[src/rtl/fp_result_packer.sv]
//------------------------------------------------------------------------------
// Module      : fp_result_packer
// Description : float32 multiplier output stage. Normalizes, rounds to nearest-even,
//               packs the result and raises exception flags in a 2-stage valid/ready pipeline.
//               Optional macro FP_STICKY_FLAGS_EN adds accumulated sticky flags.
// Revision    : 1.0 - initial release
//------------------------------------------------------------------------------
`default_nettype none

module fp_result_packer #(
  parameter int EXP_W = 10
) (
  input  logic                    clk,
  input  logic                    rst,
  input  logic                    in_valid,
  output logic                    in_ready,
  input  logic [3:0]              in_special,
  input  logic                    in_snan,
  input  logic                    in_sign,
  input  logic signed [EXP_W-1:0] in_exp,
  input  logic [47:0]             in_mant,
  output logic                    out_valid,
  input  logic                    out_ready,
  output logic [31:0]             out_result,
  output logic [3:0]              out_flags
`ifdef FP_STICKY_FLAGS_EN
  ,
  input  logic                    flags_clr,
  output logic [3:0]              sticky_flags
`endif
);

  localparam int XW = EXP_W + 2;

  logic adv1, adv2;

  // Stage 1 state
  logic                  s1_valid_q;
  logic [22:0]           s1_frac_q, s1_frac_d;
  logic                  s1_guard_q, s1_guard_d;
  logic                  s1_sticky_q, s1_sticky_d;
  logic signed [EXP_W:0] s1_exp_q, s1_exp_d;
  logic [3:0]            s1_special_q;
  logic                  s1_snan_q;
  logic                  s1_sign_q;

  // Stage 2 state
  logic                  s2_valid_q;
  logic [31:0]           result_q, result_d;
  logic [3:0]            flags_q, flags_d;

  logic                  round_up;
  logic [23:0]           frac_sum;
  logic signed [XW-1:0]  exp_rnd;

  assign adv2     = !s2_valid_q || out_ready;
  assign adv1     = !s1_valid_q || adv2;
  assign in_ready = adv1;

  always_comb begin
    s1_frac_d   = in_mant[45:23];
    s1_guard_d  = in_mant[22];
    s1_sticky_d = |in_mant[21:0];
    s1_exp_d    = {in_exp[EXP_W-1], in_exp};
    if (in_mant[47]) begin
      s1_frac_d   = in_mant[46:24];
      s1_guard_d  = in_mant[23];
      s1_sticky_d = |in_mant[22:0];
      s1_exp_d    = {in_exp[EXP_W-1], in_exp} + (EXP_W+1)'(1);
    end
  end

  always_comb begin
    round_up = s1_guard_q & (s1_sticky_q | s1_frac_q[0]);
    frac_sum = {1'b0, s1_frac_q} + {23'b0, round_up};
    // A carry out of the fraction leaves frac_sum[22:0] at zero and bumps the exponent.
    exp_rnd  = {s1_exp_q[EXP_W], s1_exp_q} + XW'(frac_sum[23]);
    result_d = {s1_sign_q, exp_rnd[7:0], frac_sum[22:0]};
    flags_d  = {3'b000, s1_guard_q | s1_sticky_q};
    if (exp_rnd >= $signed(XW'(255))) begin
      result_d = {s1_sign_q, 8'hFF, 23'b0};
      flags_d  = 4'b0101;
    end else if (exp_rnd <= $signed(XW'(0))) begin
      result_d = {s1_sign_q, 31'b0};
      flags_d  = 4'b0011;
    end
    if (s1_special_q[3]) begin
      result_d = 32'h7FC00000;
      flags_d  = {s1_snan_q, 3'b000};
    end else if (s1_special_q[2]) begin
      result_d = 32'h7FC00000;
      flags_d  = 4'b1000;
    end else if (s1_special_q[1]) begin
      result_d = {s1_sign_q, 31'b0};
      flags_d  = 4'b0000;
    end else if (s1_special_q[0]) begin
      result_d = {s1_sign_q, 8'hFF, 23'b0};
      flags_d  = 4'b0000;
    end
  end

  always_ff @(posedge clk or posedge rst) begin
    if (rst) begin
      s1_valid_q   <= 1'b0;
      s1_frac_q    <= '0;
      s1_guard_q   <= 1'b0;
      s1_sticky_q  <= 1'b0;
      s1_exp_q     <= '0;
      s1_special_q <= '0;
      s1_snan_q    <= 1'b0;
      s1_sign_q    <= 1'b0;
    end else if (adv1) begin
      s1_valid_q   <= in_valid;
      s1_frac_q    <= s1_frac_d;
      s1_guard_q   <= s1_guard_d;
      s1_sticky_q  <= s1_sticky_d;
      s1_exp_q     <= s1_exp_d;
      s1_special_q <= in_special;
      s1_snan_q    <= in_snan;
      s1_sign_q    <= in_sign;
    end
  end

  always_ff @(posedge clk or posedge rst) begin
    if (rst) begin
      s2_valid_q <= 1'b0;
      result_q   <= '0;
      flags_q    <= '0;
    end else if (adv2) begin
      s2_valid_q <= s1_valid_q;
      if (s1_valid_q) begin
        result_q <= result_d;
        flags_q  <= flags_d;
      end
    end
  end

  assign out_valid  = s2_valid_q;
  assign out_result = result_q;
  assign out_flags  = flags_q;

`ifdef FP_STICKY_FLAGS_EN
  logic [3:0] sticky_q;
  logic       xfer;

  assign xfer = s2_valid_q & out_ready;

  always_ff @(posedge clk or posedge rst) begin
    if (rst) begin
      sticky_q <= '0;
    end else if (flags_clr) begin
      sticky_q <= xfer ? flags_q : 4'b0000;
    end else if (xfer) begin
      sticky_q <= sticky_q | flags_q;
    end
  end

  assign sticky_flags = sticky_q;
`endif

endmodule

`default_nettype wire

[config.mk]
export PLATFORM = sky130hd
export DESIGN_NAME = fp_result_packer
export DESIGN_NICKNAME = d
export VERILOG_FILES = /design/src/rtl/fp_result_packer.sv
export SDC_FILE = /design/constraint.sdc
export NUM_CORES = 1
export LEC_CHECK = 0
export ABC_AREA = 1
export CORE_MARGIN = 5
export CORE_UTILIZATION = 50
export CTS_BUF_LIST = sky130_fd_sc_hd__clkbuf_4
export DETAILED_ROUTE_END_ITERATION = 16
export DONT_BUFFER_PORTS = 1
export SLEW_MARGIN = 0
export SYNTH_ARGS = -nofsm -noshare
export SYNTH_HDL_FRONTEND = slang
export SYNTH_SLANG_ARGS = --single-unit
[constraint.sdc]
create_clock -name clk -period 8.9 [get_ports clk]
set_clock_uncertainty 0.2 [all_clocks]
set_input_delay 0.89 -clock clk [delete_from_list [all_inputs] [get_ports clk]]
set_output_delay 0.89 -clock clk [all_outputs]
set_load 0.01 [all_outputs]
=== Word-level counts from Yosys, hierarchy flattened ===
Cells that the tools add are included.

* Latch bits: 0
* ROM bits: 0
* Output and inout bits: 38
* Bits in writable memories: 0
* Memories kept: 0
* Bits in registers: 80
* Bits of input ports: 68
* Logic and storage cells: 42

* Multipliers: 0
* Bitwise logic cells: 3
* Magnitude comparators: 2
* Reduce and logical (&&, ||, !) cells: 7
* Shift operators: 0
* Eq/ne operators: 0
* Muxes and demuxes: 16
* Div/mod/pow operators: 0
* Add/subtract/negate cells: 3

{| class="wikitable"
|+ Operators by type and width
! kind !! count
|-
| $mux W31 || 4
|-
| $mux W32 || 2
|-
| $add A23 B1 Y24 || 1
|-
| $mux W23 || 1
|-
| $reduce_or A23 Y1 || 1
|-
| $reduce_or A22 Y1 || 1
|-
| $mux W4 || 4
|-
| $add A11 B2 Y12 || 1
|-
| $ge A12 B9 Y1 const B || 1
|-
| $le A12 B1 Y1 const B || 1
|-
| $add A10 B2 Y11 const B || 1
|-
| $mux W11 || 1
|-
| $mux W3 || 1
|-
| $logic_not A1 Y1 || 2
|-
| $logic_or A1 B1 Y1 || 2
|-
| $mux W1 || 2
|-
| $mux W2 || 1
|-
| $or A1 B1 Y1 || 2
|-
| $reduce_and A2 Y1 || 1
|-
| $and A1 B1 Y1 || 1
|}

=== Depth between registers and ports, before layout ===
* Depth in word-level cells: 11
* Gate-level depth with buffers: 27
* Gate-level depth less buffers: 27

=== Least setup slack after synthesis ===
Ideal clock, no wire load.

* Kind: register -> register
* Start: reg s1_frac_q[0]
* End: reg result_q[11] (netlist: out_result[11])
* Cell stages (with the launch flop): 26
* Data required time: 8.578 ns
* Setup time: 0.122 ns
* Clock period less this slack: 3.403 ns
* Path buffers: 1
* Arrival time: 3.081 ns
* Setup slack: 5.497 ns
* Path through: dfrtp_1 > inv_1 > a21oi_1 > ha_1 > nand3_1 > nor2_1 > nand2_1 > nor2_1 > nand2_1 > nor2_1 > nand4_1 > nor2_1 > ha_1 > ha_1 > nand3_2 > nor2_4 > nand2_1 > nand2_1 > nand3_1 > nor2_4 > nand2_1 > nand2_2 > inv_2 > nand3_4 > buf_8 > o21ai_2

* Cells in the longest elaborated chain, start to end: 11
* Elaborated cells between the ends (all ways): 12
* Those cells by class: 2 x add/sub; 2 x order compare; 6 x mux; 2 x bitwise

{| class="wikitable"
|+ RTL lines
! element !! line !! RTL
|-
| start, declared || 39 || <nowiki>logic [22:0] s1_frac_q, s1_frac_d;</nowiki>
|-
| start signal, assigned || 114 || <nowiki>s1_frac_q <= s1_frac_d;</nowiki>
|-
| $or A1 B1 Y1 || 74 || <nowiki>round_up = s1_guard_q & (s1_sticky_q | s1_frac_q[0]);</nowiki>
|-
| $and A1 B1 Y1 || 74 ||
|-
| $add A23 B1 Y24 (*) || 75 || <nowiki>frac_sum = {1'b0, s1_frac_q} + {23'b0, round_up};</nowiki>
|-
| $add A11 B2 Y12 || 77 || <nowiki>exp_rnd = {s1_exp_q[EXP_W], s1_exp_q} + XW'(frac_sum[23]);</nowiki>
|-
| $le A12 B1 Y1 || 83 || <nowiki>end else if (exp_rnd <= $signed(XW'(0))) begin</nowiki>
|-
| $mux W31 || 83 ||
|-
| $mux W31 (*) || 80 || <nowiki>if (exp_rnd >= $signed(XW'(255))) begin</nowiki>
|-
| $mux W31 (*) || 96 || <nowiki>end else if (s1_special_q[0]) begin</nowiki>
|-
| $mux W31 (*) || 93 || <nowiki>end else if (s1_special_q[1]) begin</nowiki>
|-
| $mux W32 (*) || 90 || <nowiki>end else if (s1_special_q[2]) begin</nowiki>
|-
| $mux W32 (*) || 87 || <nowiki>if (s1_special_q[3]) begin</nowiki>
|-
| end signal, assigned || 132 || <nowiki>result_q <= result_d;</nowiki>
|-
| end, declared || 49 || <nowiki>logic [31:0] result_q, result_d;</nowiki>
|}

Every way passes the cells marked *; elsewhere a longest branch is shown, timed or not.
A chain may end at the register's enable or synchronous reset.

=== Final worst setup path ===
* Start: reg s1_sticky_q
* End: reg result_q[1] (netlist: out_result[1])

* Cells in the longest elaborated chain, start to end: 11
* Elaborated cells between the ends (all ways): 12
* Those cells by class: 2 x add/sub; 2 x order compare; 6 x mux; 2 x bitwise

{| class="wikitable"
|+ RTL lines
! element !! line !! RTL
|-
| start, declared || 41 || <nowiki>logic s1_sticky_q, s1_sticky_d;</nowiki>
|-
| start signal, assigned || 116 || <nowiki>s1_sticky_q <= s1_sticky_d;</nowiki>
|-
| $or A1 B1 Y1 (*) || 74 ||
|-
| $and A1 B1 Y1 (*) || 74 ||
|-
| $add A23 B1 Y24 (*) || 75 ||
|-
| $add A11 B2 Y12 || 77 ||
|-
| $le A12 B1 Y1 || 83 ||
|-
| $mux W31 || 83 ||
|-
| $mux W31 (*) || 80 ||
|-
| $mux W31 (*) || 96 ||
|-
| $mux W31 (*) || 93 ||
|-
| $mux W32 (*) || 90 ||
|-
| $mux W32 (*) || 87 ||
|}

Marked as above.

==> metrics.md <==
| Metric | Value |
|---|---|
| Status | finished, final reports clean |
| Antenna-violating nets left | 0 |
| Internal | roughly 0.59 mW |
| CTS tree | done |
| Crit Path Class | reg -> reg |
| Gpl congestion | 0.801 |
| Area after DPL | approximately 4600 um^2 |
| Port bufs | 0 |
| Multi-input logic area | 2210 um^2 |
| Post-synthesis mux area share | 0 |
| Fin nets | 666 |
| HPWL after DPL | 8210 um |
| Largest net degree at the start of global routing | a little under 80 |
| Period utilisation layout | 0.469 |
| Worst slew pin tran | ~1.2 ns |
| Most common cell after layout, fill and taps aside | nand2_1 |
| Post-CTS setup buffers | 0 |
| Synth Cell Area | 4540 um^2 |
| Compound-Gate Fraction of Synth Area | 0.123 |
| Via-per-instance ratio | 5.46 |
| Final instance area | roughly 4800 um^2 |
| H-tree Lvls | 3 |
| Setup TNS | 0 ns |
| Sequential power share | 0.515 |
| Most frequent cells in the layout | nand2_1 (200), dfrtp_1 (80), nor2_1 (66) |
| RSZ-0062 raised after global routing | no |
| Placed Cells | 690 |
| Max_cap viols | 0 |
| Avg Cell Area, Syn | 7.54 um^2 |
| Clock sinks | 80 |
| Worst Setup Start Kind | flop |
| Cts bufs inserted | 9 |
| P_leak | 2.28 nW |
| Period minus WS final | 4.17 ns |
| Reg area | 2000 um^2 |
| Max Fclk | 240 MHz |
| Initial antenna violation count | 0 |
| Fraction of layout cells with a size suffix above 1 | 0.0970 |
| Io pins | 106 |
| CORE AREA | roughly 9000 um^2 |
| DRC violations left | 0 |
| Syn nets | around 680 |
| Total Wirelength | 11,000 um |
| Post-synth EDFFs | 0 |
| Simple-Gate Fraction of Synth Area | 0.316 |
| Yosys cell types | 38 |
| Setup crit end kind | flop |
| Root Driver | clkbuf_4 |
| Hold Violations, Final | 0 |
| Relative slew slack | 0.226 |
| Finished Layout Cells | 706 |
| Worst EP required | 9.02 ns |
| Clock network power share | 0.320 |
| GRT overflow | 0 |
| Post-Route Utilization | 0.541 |
| Peak supply drop | 0.0645 mV |
| First-pass GRT wire length | 18,600 um |
| HP Class | in -> async |
| Main synth FF type | dfrtp_1 |
| Chip Height | 105 um |
| Pwr dens | 179 nW/um^2 |
| Sequential-to-total area share from yosys stat | 0.441 |
| Via count | 3,858 |
| Drt pass-1 iters | 4 |
| Final Max Tran Viols | 0 |
| Initial DRC count | 193 |
| Sw power | 0.264 mW |
| XOR/XNOR Fraction of Synth Area | 0.0347 |
| Die width | approximately 110 um |
| Adder-cell share of the synthesized area | 0.0138 |
| Switching Fraction | 0.309 |
| Main combinational cell family by area after synthesis | simple AND/OR/NAND/NOR gates |
| Die area | 11,100 um^2 |
| Post-Synthesis Cells | ~600 |
| Clk_lat worst skew | 0.43 ns |
| Post-synth ARST share | 1.00 |
| Clock Path Buffers | 2 |
| Number of synthesized register bits | 80 |
| Row count | 34 |
| Yosys warns | 0 |
| Drt wl/cell | ~16 um |
| Pre-CTS WS | 4.78 ns |
| Crit path arrival time | roughly 4.3 ns |
| Number of global-route vias before repair | 3,812 |
| # hold bufs at CTS | 0 |
| Layout area overhead | 4.90% |
| Crit Path Max Fanout | 21 |
| Initial core utilization | 0.516 |
| GRT Util Overall | 0.206 |
| Slack of the worst reg-to-reg path | 4.73 ns |
| Fill count | 840 |
| Number of diodes | 0 |
| Setup WS post-layout | 4.73 ns |
| Gate power share | 0.165 |
| Final setup viols | 0 |
| Clock transition at the registers of the reported paths | 0.13 ns |
| Cts repair resizes | 0 |
## final cells by class
cell class                 count  area share
timing repair buffer           3     0.00473
multi-input combinational    444       0.465
tap                          108      0.0284
clock buffer                  10      0.0158
clock inverter                 6      0.0226
sequential                    80       0.420
inverter                      55      0.0436
## registers in the layout, indices dropped and copies added, names as in the netlist
name / cells
out_valid: 1
out_flags: 4
out_result: 32
s1_special_q: 4
s1_exp_q: 11
s1_frac_q: 23
s1_sign_q: 1
s1_sticky_q: 1
s1_guard_q: 1
s1_snan_q: 1
s1_valid_q: 1
## metrics by stage
stage                     power [mW]  hold slack [ns]
after floorplan                0.554            0.248
after global placement         0.586            0.262
after detailed placement       0.589            0.274
after CTS                      0.861           0.0551
after global routing           0.908           0.0453
final                          0.854           0.0752
## worst max-delay path: stages (launching register included)
cell	delay, ns
dfrtp_1	0.37
inv_1	0.08
a21oi_1	0.14
ha_1	0.18
nand3_1	0.10
nor2_1	0.13
nand2_1	0.13
nor2_1	0.18
nand2_1	0.12
nor2_1	0.24
nand4_1	0.17
nor2_1	0.14
ha_1	0.20
ha_1	0.22
inv_1	0.08
nor2_2	0.17
nand3_1	0.09
nand2_1	0.08
nand3_1	0.12
nor2_4	0.15
nand2_1	0.08
nand2_2	0.12
inv_2	0.06
nand3_4	0.28
inv_1	0.11
nand2_1	0.07
nand2_1	0.04
## metal layers
layer	GRT usage	wire length [um]
met5	0	0
met4	0.0544	141
met3	0.0715	1070
met2	0.307	4520
met1	0.286	5230
## cell usage after synthesis (2+ instances only)
master      n  area (um^2)
or2_2       2         12.5
inv_2       3         11.3
ha_1        5         62.6
nor2_2      4         25.0
nand3b_1    2         15.0
nand2_1   200          751
dfrtp_1    80         2000
nor2_1     66          248
inv_1      51          191
o211ai_1    3         22.5
nor2_4      4         45.0
nor4_1      5         31.3
nor3_1      9         45.0
xnor2_1     3         26.3
o21ai_0    18         90.1
clkbuf_1   16         60.1
nand3_1    32          160
nand4_1     8         50.1
a31oi_1    23          144
o22ai_1     4         25.0
a21oi_1    12         60.1
xor2_1     15          131
o21ai_2    20          175
buf_1       3         11.3
## power groups by stage
stage	clock network, mW	logic [mW]	registers [mW]
final	0.273	0.141	0.440
after global routing	0.299	0.163	0.446
after CTS	0.279	0.142	0.440
after detailed placement	0	0.141	0.448
after global placement	0	0.140	0.446
after floorplan	0	0.120	0.435
## final timing paths
check / cells after the start / from / endpoint
setup / recovery: 26 / s1_sticky_q$_DFFE_PP0P_ / out_result[1]$_DFFE_PP0P_
hold / removal: 1 / rst / s1_special_q[3]$_DFFE_PP0P_
setup reg to reg: 26 / s1_sticky_q$_DFFE_PP0P_ / out_result[1]$_DFFE_PP0P_
hold reg to reg: 2 / s1_valid_q$_DFFE_PP0P_ / out_valid$_DFFE_PP0N_
max in group asynchronous: 2 / rst / s1_frac_q[0]$_DFFE_PP0P_
min in group clk: 2 / s1_valid_q$_DFFE_PP0P_ / out_valid$_DFFE_PP0N_
## cell families (layout without fill, tap and decap cells)
kind of cell    count (synthesis)  in the layout
buf+inv                        78             74
xor+xnor                       18             18
compound gates                 84             84
simple gates                  337            337
flops                          80             80
fa+ha+maj                       5              5
Power figures use the tool's default switching activity.
